## src/rtl/uart_rx_framer_if.sv

```systemverilog
// Byte stream from the UART receive framer to the command decoder.
// valid/ready handshake: a byte transfers on any cycle where both are high.
interface uart_rx_framer_if;
    logic [7:0] rx_data;
    logic       rx_valid;
    logic       rx_ready;

    modport master (output rx_data, output rx_valid, input rx_ready);
    modport slave  (input rx_data, input rx_valid, output rx_ready);
endinterface

```

## src/rtl/uart_rx_framer.sv

```systemverilog
// 8-bit LSB-first UART receiver with oversampled framing, error flags and a byte FIFO.
// Define UART_RX_PARITY_EN to add an even-parity bit (8E1) and the parity_err_o port.
module uart_rx_framer #(
    parameter int CLK_HZ     = 100000000,
    parameter int BAUD       = 115200,
    parameter int OVERSAMPLE = 16,
    parameter int FIFO_DEPTH = 4
) (
    input  logic                        clk,
    input  logic                        rst,
    input  logic                        rx_i,
    uart_rx_framer_if.master            rx_if,
    output logic                        frame_err_o,
    output logic                        overrun_o,
    output logic                        busy_o,
    output logic [$clog2(FIFO_DEPTH):0] fill_o
`ifdef UART_RX_PARITY_EN
    ,
    output logic                        parity_err_o
`endif
);

    localparam int DIV_RAW = (CLK_HZ + (BAUD * OVERSAMPLE) / 2) / (BAUD * OVERSAMPLE);
    localparam int DIV     = (DIV_RAW < 1) ? 1 : DIV_RAW;
    localparam int TCNT_W  = (DIV > 1) ? $clog2(DIV) : 1;
    localparam int SCNT_W  = $clog2(OVERSAMPLE);
    localparam int PW      = $clog2(FIFO_DEPTH);
    localparam int FW      = PW + 1;

    typedef enum logic [2:0] {
        S_IDLE   = 3'd0,
        S_START  = 3'd1,
        S_DATA   = 3'd2,
        S_PARITY = 3'd3,
        S_STOP   = 3'd4,
        S_BRK    = 3'd5
    } state_t;

`ifdef UART_RX_PARITY_EN
    // Even parity: the XOR of the data bits must equal the received parity bit.
    function automatic logic parity8(input logic [7:0] d);
        return ^d;
    endfunction
`endif

    logic              sync1_r;
    logic              rxs_r;
    logic [TCNT_W-1:0] tcnt_r;
    logic              tick_s;
    state_t            state_r, state_s;
    logic [SCNT_W-1:0] scnt_r, scnt_s;
    logic [2:0]        idx_r, idx_s;
    logic [7:0]        shreg_r, shreg_s;
    logic              parity_bad_r, parity_bad_s;
    logic              push_s, frame_err_s, parity_err_s;
    logic              frame_err_r, overrun_r, parity_err_r;
    logic [7:0]        mem_r [FIFO_DEPTH];
    logic [PW-1:0]     wr_r, rd_r;
    logic [FW-1:0]     cnt_r;
    logic              full_s, pop_s, push_ok_s, overrun_s;

    // Two-flop synchronizer; idles high so reset does not look like a start bit.
    always_ff @(posedge clk or posedge rst) begin
        if (rst) begin
            sync1_r <= 1'b1;
            rxs_r   <= 1'b1;
        end else begin
            sync1_r <= rx_i;
            rxs_r   <= sync1_r;
        end
    end

    assign tick_s = (state_r != S_IDLE) && (tcnt_r == TCNT_W'(DIV - 1));

    // Oversample tick divider; held at zero in IDLE so each frame starts phase-aligned.
    always_ff @(posedge clk or posedge rst) begin
        if (rst) begin
            tcnt_r <= '0;
        end else if ((state_r == S_IDLE) || tick_s) begin
            tcnt_r <= '0;
        end else begin
            tcnt_r <= tcnt_r + TCNT_W'(1);
        end
    end

    // Frame FSM state and datapath registers.
    always_ff @(posedge clk or posedge rst) begin
        if (rst) begin
            state_r      <= S_IDLE;
            scnt_r       <= '0;
            idx_r        <= 3'd0;
            shreg_r      <= 8'h00;
            parity_bad_r <= 1'b0;
        end else begin
            state_r      <= state_s;
            scnt_r       <= scnt_s;
            idx_r        <= idx_s;
            shreg_r      <= shreg_s;
            parity_bad_r <= parity_bad_s;
        end
    end

    // Frame FSM next state: start at mid-bit, data/parity/stop at the last tick of each bit.
    always_comb begin
        state_s      = state_r;
        scnt_s       = scnt_r;
        idx_s        = idx_r;
        shreg_s      = shreg_r;
        parity_bad_s = parity_bad_r;
        push_s       = 1'b0;
        frame_err_s  = 1'b0;
        parity_err_s = 1'b0;
        case (state_r)
            S_IDLE: begin
                if (!rxs_r) begin
                    state_s      = S_START;
                    scnt_s       = '0;
                    parity_bad_s = 1'b0;
                end else begin
                    state_s = S_IDLE;
                end
            end
            S_START: begin
                if (tick_s && (scnt_r == SCNT_W'(OVERSAMPLE / 2 - 1))) begin
                    // A start bit that is high again at mid-bit is a glitch.
                    state_s = rxs_r ? S_IDLE : S_DATA;
                    idx_s   = 3'd0;
                    scnt_s  = '0;
                end else if (tick_s) begin
                    scnt_s = scnt_r + SCNT_W'(1);
                end else begin
                    scnt_s = scnt_r;
                end
            end
            S_DATA: begin
                if (tick_s && (scnt_r == SCNT_W'(OVERSAMPLE - 1))) begin
                    shreg_s = {rxs_r, shreg_r[7:1]};
                    scnt_s  = '0;
                    if (idx_r == 3'd7) begin
`ifdef UART_RX_PARITY_EN
                        state_s = S_PARITY;
`else
                        state_s = S_STOP;
`endif
                    end else begin
                        idx_s = idx_r + 3'd1;
                    end
                end else if (tick_s) begin
                    scnt_s = scnt_r + SCNT_W'(1);
                end else begin
                    scnt_s = scnt_r;
                end
            end
`ifdef UART_RX_PARITY_EN
            S_PARITY: begin
                if (tick_s && (scnt_r == SCNT_W'(OVERSAMPLE - 1))) begin
                    parity_bad_s = (parity8(shreg_r) != rxs_r);
                    scnt_s       = '0;
                    state_s      = S_STOP;
                end else if (tick_s) begin
                    scnt_s = scnt_r + SCNT_W'(1);
                end else begin
                    scnt_s = scnt_r;
                end
            end
`endif
            S_STOP: begin
                if (tick_s && (scnt_r == SCNT_W'(OVERSAMPLE - 1))) begin
                    scnt_s = '0;
                    if (rxs_r) begin
                        state_s      = S_IDLE;
                        push_s       = !parity_bad_r;
                        parity_err_s = parity_bad_r;
                    end else begin
                        // Low stop bit: framing error wins over parity; wait out any break.
                        state_s     = S_BRK;
                        frame_err_s = 1'b1;
                    end
                end else if (tick_s) begin
                    scnt_s = scnt_r + SCNT_W'(1);
                end else begin
                    scnt_s = scnt_r;
                end
            end
            S_BRK: begin
                if (rxs_r) begin
                    state_s = S_IDLE;
                end else begin
                    state_s = S_BRK;
                end
            end
            default: begin
                state_s = S_IDLE;
            end
        endcase
    end

    assign full_s    = (cnt_r == FW'(FIFO_DEPTH));
    assign pop_s     = rx_if.rx_valid && rx_if.rx_ready;
    assign push_ok_s = push_s && (!full_s || pop_s);
    assign overrun_s = push_s && full_s && !pop_s;

    // Byte FIFO: storage, pointers and occupancy.
    always_ff @(posedge clk or posedge rst) begin
        if (rst) begin
            for (int i = 0; i < FIFO_DEPTH; i++) begin
                mem_r[i] <= 8'h00;
            end
            wr_r  <= '0;
            rd_r  <= '0;
            cnt_r <= '0;
        end else begin
            if (push_ok_s) begin
                mem_r[wr_r] <= shreg_r;
                wr_r        <= wr_r + PW'(1);
            end else begin
                wr_r <= wr_r;
            end
            if (pop_s) begin
                rd_r <= rd_r + PW'(1);
            end else begin
                rd_r <= rd_r;
            end
            case ({push_ok_s, pop_s})
                2'b10:   cnt_r <= cnt_r + FW'(1);
                2'b01:   cnt_r <= cnt_r - FW'(1);
                default: cnt_r <= cnt_r;
            endcase
        end
    end

    // Registered one-cycle error pulses.
    always_ff @(posedge clk or posedge rst) begin
        if (rst) begin
            frame_err_r  <= 1'b0;
            overrun_r    <= 1'b0;
            parity_err_r <= 1'b0;
        end else begin
            frame_err_r  <= frame_err_s;
            overrun_r    <= overrun_s;
            parity_err_r <= parity_err_s;
        end
    end

    assign rx_if.rx_data  = mem_r[rd_r];
    assign rx_if.rx_valid = (cnt_r != '0);
    assign fill_o         = cnt_r;
    assign busy_o         = (state_r != S_IDLE);
    assign frame_err_o    = frame_err_r;
    assign overrun_o      = overrun_r;
`ifdef UART_RX_PARITY_EN
    assign parity_err_o   = parity_err_r;
`endif

endmodule
```

## src/flat_wrapper.sv

```systemverilog
// flat-port wrapper written by rule: the top's interface ports become plain ports
module uart_rx_framer_flat 
#(
    parameter int CLK_HZ     = 100000000,
    parameter int BAUD       = 115200,
    parameter int OVERSAMPLE = 16,
    parameter int FIFO_DEPTH = 4
)
  (clk, rst, rx_i, frame_err_o, overrun_o, busy_o, fill_o, rx_if_rx_data, rx_if_rx_valid, rx_if_rx_ready);
  uart_rx_framer_if rx_if_i ();
  input  logic clk;
  input  logic rst;
  input  logic rx_i;
  output logic frame_err_o;
  output logic overrun_o;
  output logic busy_o;
  output logic [$clog2(FIFO_DEPTH):0] fill_o;
  output wire logic [$bits(rx_if_i.rx_data)-1:0] rx_if_rx_data;
  output wire logic [$bits(rx_if_i.rx_valid)-1:0] rx_if_rx_valid;
  input wire logic [$bits(rx_if_i.rx_ready)-1:0] rx_if_rx_ready;
  assign rx_if_rx_data = rx_if_i.rx_data;
  assign rx_if_rx_valid = rx_if_i.rx_valid;
  assign rx_if_i.rx_ready = rx_if_rx_ready;
  uart_rx_framer #(.CLK_HZ(CLK_HZ), .BAUD(BAUD), .OVERSAMPLE(OVERSAMPLE), .FIFO_DEPTH(FIFO_DEPTH)) u_core (.clk(clk), .rst(rst), .rx_i(rx_i), .rx_if(rx_if_i), .frame_err_o(frame_err_o), .overrun_o(overrun_o), .busy_o(busy_o), .fill_o(fill_o));
endmodule
```

## config.mk

```make
export PLATFORM = sky130hd
export DESIGN_NAME = uart_rx_framer_flat
export DESIGN_NICKNAME = d
export VERILOG_FILES = /design/src/rtl/uart_rx_framer_if.sv /design/src/rtl/uart_rx_framer.sv /design/src/flat_wrapper.sv
export SDC_FILE = /design/constraint.sdc
export NUM_CORES = 1
export LEC_CHECK = 0
export BUFFER_PORTS_ARGS = -buffer_cell sky130_fd_sc_hd__buf_4
export CAP_MARGIN = 20
export CORE_MARGIN = 2
export CORE_UTILIZATION = 54
export CTS_CLUSTER_DIAMETER = 40
export DETAILED_ROUTE_END_ITERATION = 6
export PLACE_DENSITY = 0.74
export SLEW_MARGIN = 5
export SYNTH_ARGS = -nofsm -noshare
export SYNTH_HDL_FRONTEND = slang
export SYNTH_SLANG_ARGS = --single-unit
```

## constraint.sdc

```tcl
create_clock -name clk -period 2.1 [get_ports clk]
set_clock_uncertainty 0.05 [all_clocks]
set_input_delay 0.105 -clock clk [delete_from_list [all_inputs] [get_ports clk]]
set_output_delay 0.105 -clock clk [all_outputs]
set_load 0.02 [all_outputs]
```

==> flow_summary.ini <==
[drt]
totalWireLength_um = 6380
drcViolationCount = 0
vias = 2072
viasPerCell = 5.54
wl_per_cell_um = 17.1
drt-initial-drc-count = 113
first_pass_iters = 4
postRouteAntennaNets = 0

[sta]
worstMarginPinSlew_ns = 0.453
max_freq_mhz = 483
period_share_pct = 98.7
rsz0062_at_grt = yes
fin_setup_tns_ns = 0
hold_viol = 0
maxSlewHeadroom_pct = 69.8
finalCriticalPeriod_ns = 2.07
setup_violations = 0
slew_viol_final = 0

[worst_setup_path]
cp-start-kind = flip-flop
timing.rr.end = u_core.fill_o[2]$_DFFE_PP0P_
crit_chain = or4b_4 -> nand2_4 -> ha_4 -> inv_2 -> fa_2 -> xor2_1 -> nor2_1 -> xor2_1
critPathCaptureType = flip-flop
rr_startpoint = u_core.fill_o[1]$_DFFE_PP0P_
reg2reg_depth = 8
crit_start = u_core.fill_o[1]$_DFFE_PP0P_
critPathKind = flip-flop to flip-flop
cp_max_fo = 3
r2r_setup_slack_ns = 0.03
critical_path.max_stage_delay_ns = 0.54
critPathMostFrequentCell = xor2_1
endpoint = u_core.fill_o[2]$_DFFE_PP0P_
cpMaxStageDelayCell = or4b_4
crit_required_ns = 2.32
arrival_ns = 2.29

[global_route]
overflow = 0
grt_max_degree = 37
grt_pass1_wl_um = 10300
use_met2_pct = 34.8
busiest_layer = met2
antenna_found_initial = 0
grt.met1_usage_pct = 26.7
track_usage_pct = 21.2
gr-usage-met3_pct = 5.11
first_global_vias = 2148

[synth]
synthArstFlopShare_pct = 100
synth_cell_types = 55
netlist_area_mm2 = 0.00323
ys_ff_latch = 67
dominantRegCellSynth = dfrtp_1
synth_edf_count = 0
post-synth-top-area-cell = dfrtp_1
syn_area_per_cell_um2 = 13.2
syn_inst = 245
synth_top_area_share_pct = 50.3
ys_seq_area_share_pct = 51.9
ys_warn_count = 0
synthTopCellsByArea = dfrtp_1 (50%), mux2_2 (12%), mux4_2 (5.6%)
syn_nets = 260

[power_and_ir_drop]
p_per_area_mw_per_mm2 = 706
max-vdd-ir-drop_mv = 0.532
leakagePower_nw = 1.90

[die]
die_area_mm2 = 0.00662
die_y_um = 81.4
fp.dieW_um = 81.4
start_util_pct = 55.3
core_mm2 = 0.00585
placementRows = 28
ios = 19

[clock_network]
clkLatencyLatePin_ns = 0.34
path_clk_slew_ns = 0.07
cts_max_level = 3
ctsLongestPathBuffers = 2
clockRootBuffer = clkbuf_8
cts.sinks = 67
cts_tree = built
numCtsBuffers = 9

[run_status]
status = finished, final reports clean

[finish]
drive_gt1_share_pct = 47.2
n_antenna_cell = 0
area_delta_synth_final_pct = 25.1
layout_common_cells = dfrtp_1 (63), buf_4 (41), mux2_4 (35), inv_1 (11)
mostFrequentLayoutCell = dfrtp_1
finish.instance_area_mm2 = 0.00405
nets = 309

[worst_hold_path]
min_path_type = input port to flip-flop
holdPathStages = 3

[placement]
place_congestion = 0.845
dp_hpwl_um = 4310
portBuffers = 18
placed_area_mm2 = 0.00370

[job]
cap_viol_max_count = 0
## layer usage
layer / part of all wire, % / wire length, um
met1: 45 / 2880
met2: 51 / 3240
met3: 2.3 / 147
met4: 1.8 / 118
met5: 0 / 0
## report_power, final
| group | switching (W) | internal, W |
|---|---|---|
| clock | 0.000480 | 0.000422 |
| sequential | 0.0000729 | 0.00135 |
| combinational | 0.000259 | 0.000272 |
| total | 0.000811 | 0.00204 |
## Yosys cell counts, types with 2 or more instances
cell	count
o21ai_0	5
ha_1	10
nor2_1	9
nand3b_1	2
mux4_2	8
mux2_4	3
inv_1	13
dfstp_2	2
or4_1	2
nor2b_1	3
buf_2	8
nand4_1	2
mux2_2	34
nand2_1	7
a21oi_1	5
mux2_1	7
and2_1	2
dfrtp_1	65
xnor2_1	5
or3_1	5
and3_1	6
nand3_1	5
xor2_1	5
## worst min path at each step
stage	start	to	slack (ns)
after global placement	rst	u_core.tcnt_r[0]$_DFF_PP0_	0.03
final	rx_if_rx_ready	u_core.rd_r[0]$_DFFE_PP0P_	0.07
after floorplan	rx_i	u_core.sync1_r$_DFF_PP1_	0.06
after CTS	rx_if_rx_ready	u_core.rd_r[0]$_DFFE_PP0P_	0.06
after global routing	rx_if_rx_ready	u_core.rd_r[0]$_DFFE_PP0P_	0.08
after detailed placement	rst	u_core.tcnt_r[0]$_DFF_PP0_	0.04
## layout make-up
class,instances,area [um^2]
Fill cell,420,1800
Clock buffer,11,131
Clock inverter,5,30.0
Multi-Input combinational cell,154,1630
Timing Repair Buffer,49,430
Tap cell,75,93.8
Sequential cell,67,1680
Inverter,13,48.8
## metrics by stage
stage | instances | setup slack, ns | total power [W] | utilization (%) | hold slack (ns)
floorplan | 245 | -0.0164 | 0.00176 | - | 0.0595
detailed placement | 355 | -0.0135 | 0.00197 | 63.3 | 0.0361
global route | 374 | -0.137 | 0.00300 | 69.2 | 0.0765
CTS | 373 | -0.00895 | 0.00288 | 66.4 | 0.0649
global placement | 355 | 0.0608 | 0.00195 | 63.3 | 0.0331
finish | 374 | 0.0280 | 0.00286 | 69.2 | 0.0748
## worst max-delay path, delay by kind of cell, from the launching register on
| family | cells | cell delay (ns) |
|---|---|---|
| and+or+nand+nor | 3 | 0.76 |
| buffers and inverters | 1 | 0.03 |
| xor gates and xnor gates | 2 | 0.30 |
| DFF | 1 | 0.40 |
| adders and majority gates | 2 | 0.47 |
## timing repair
action / 4_1_cts / 5_1_grt
hold buffers: 2 / 0
buffers inserted: 0 / 1
setup endpoints to repair: 1 / 37
endpoints found under the hold margin: 48 / 0
resized for setup: 2 / 41
pin swaps: 1 / 4
## flip-flops by register name (all words and copies together), names as in the netlist, 2 cells and up
| register | count |
|---|---|
| u_core.fill_o | 3 |
| u_core.rd_r | 2 |
| u_core.idx_r | 3 |
| u_core.scnt_r | 4 |
| u_core.mem_r | 32 |
| u_core.shreg_r | 8 |
| u_core.tcnt_r | 6 |
| u_core.wr_r | 2 |
| u_core.state_r | 3 |
## logic make-up after synthesis
family	synth area share [%]
flip-flops	51.9
multiplexers	21.5
AO/OA/AOI/OAI	4.64
adder cells (fa/ha/maj)	4.49
XOR/XNOR	2.71
AND/OR/NAND/NOR	11.5
buffers and inverters	3.21
Power figures use the tool's default switching activity.
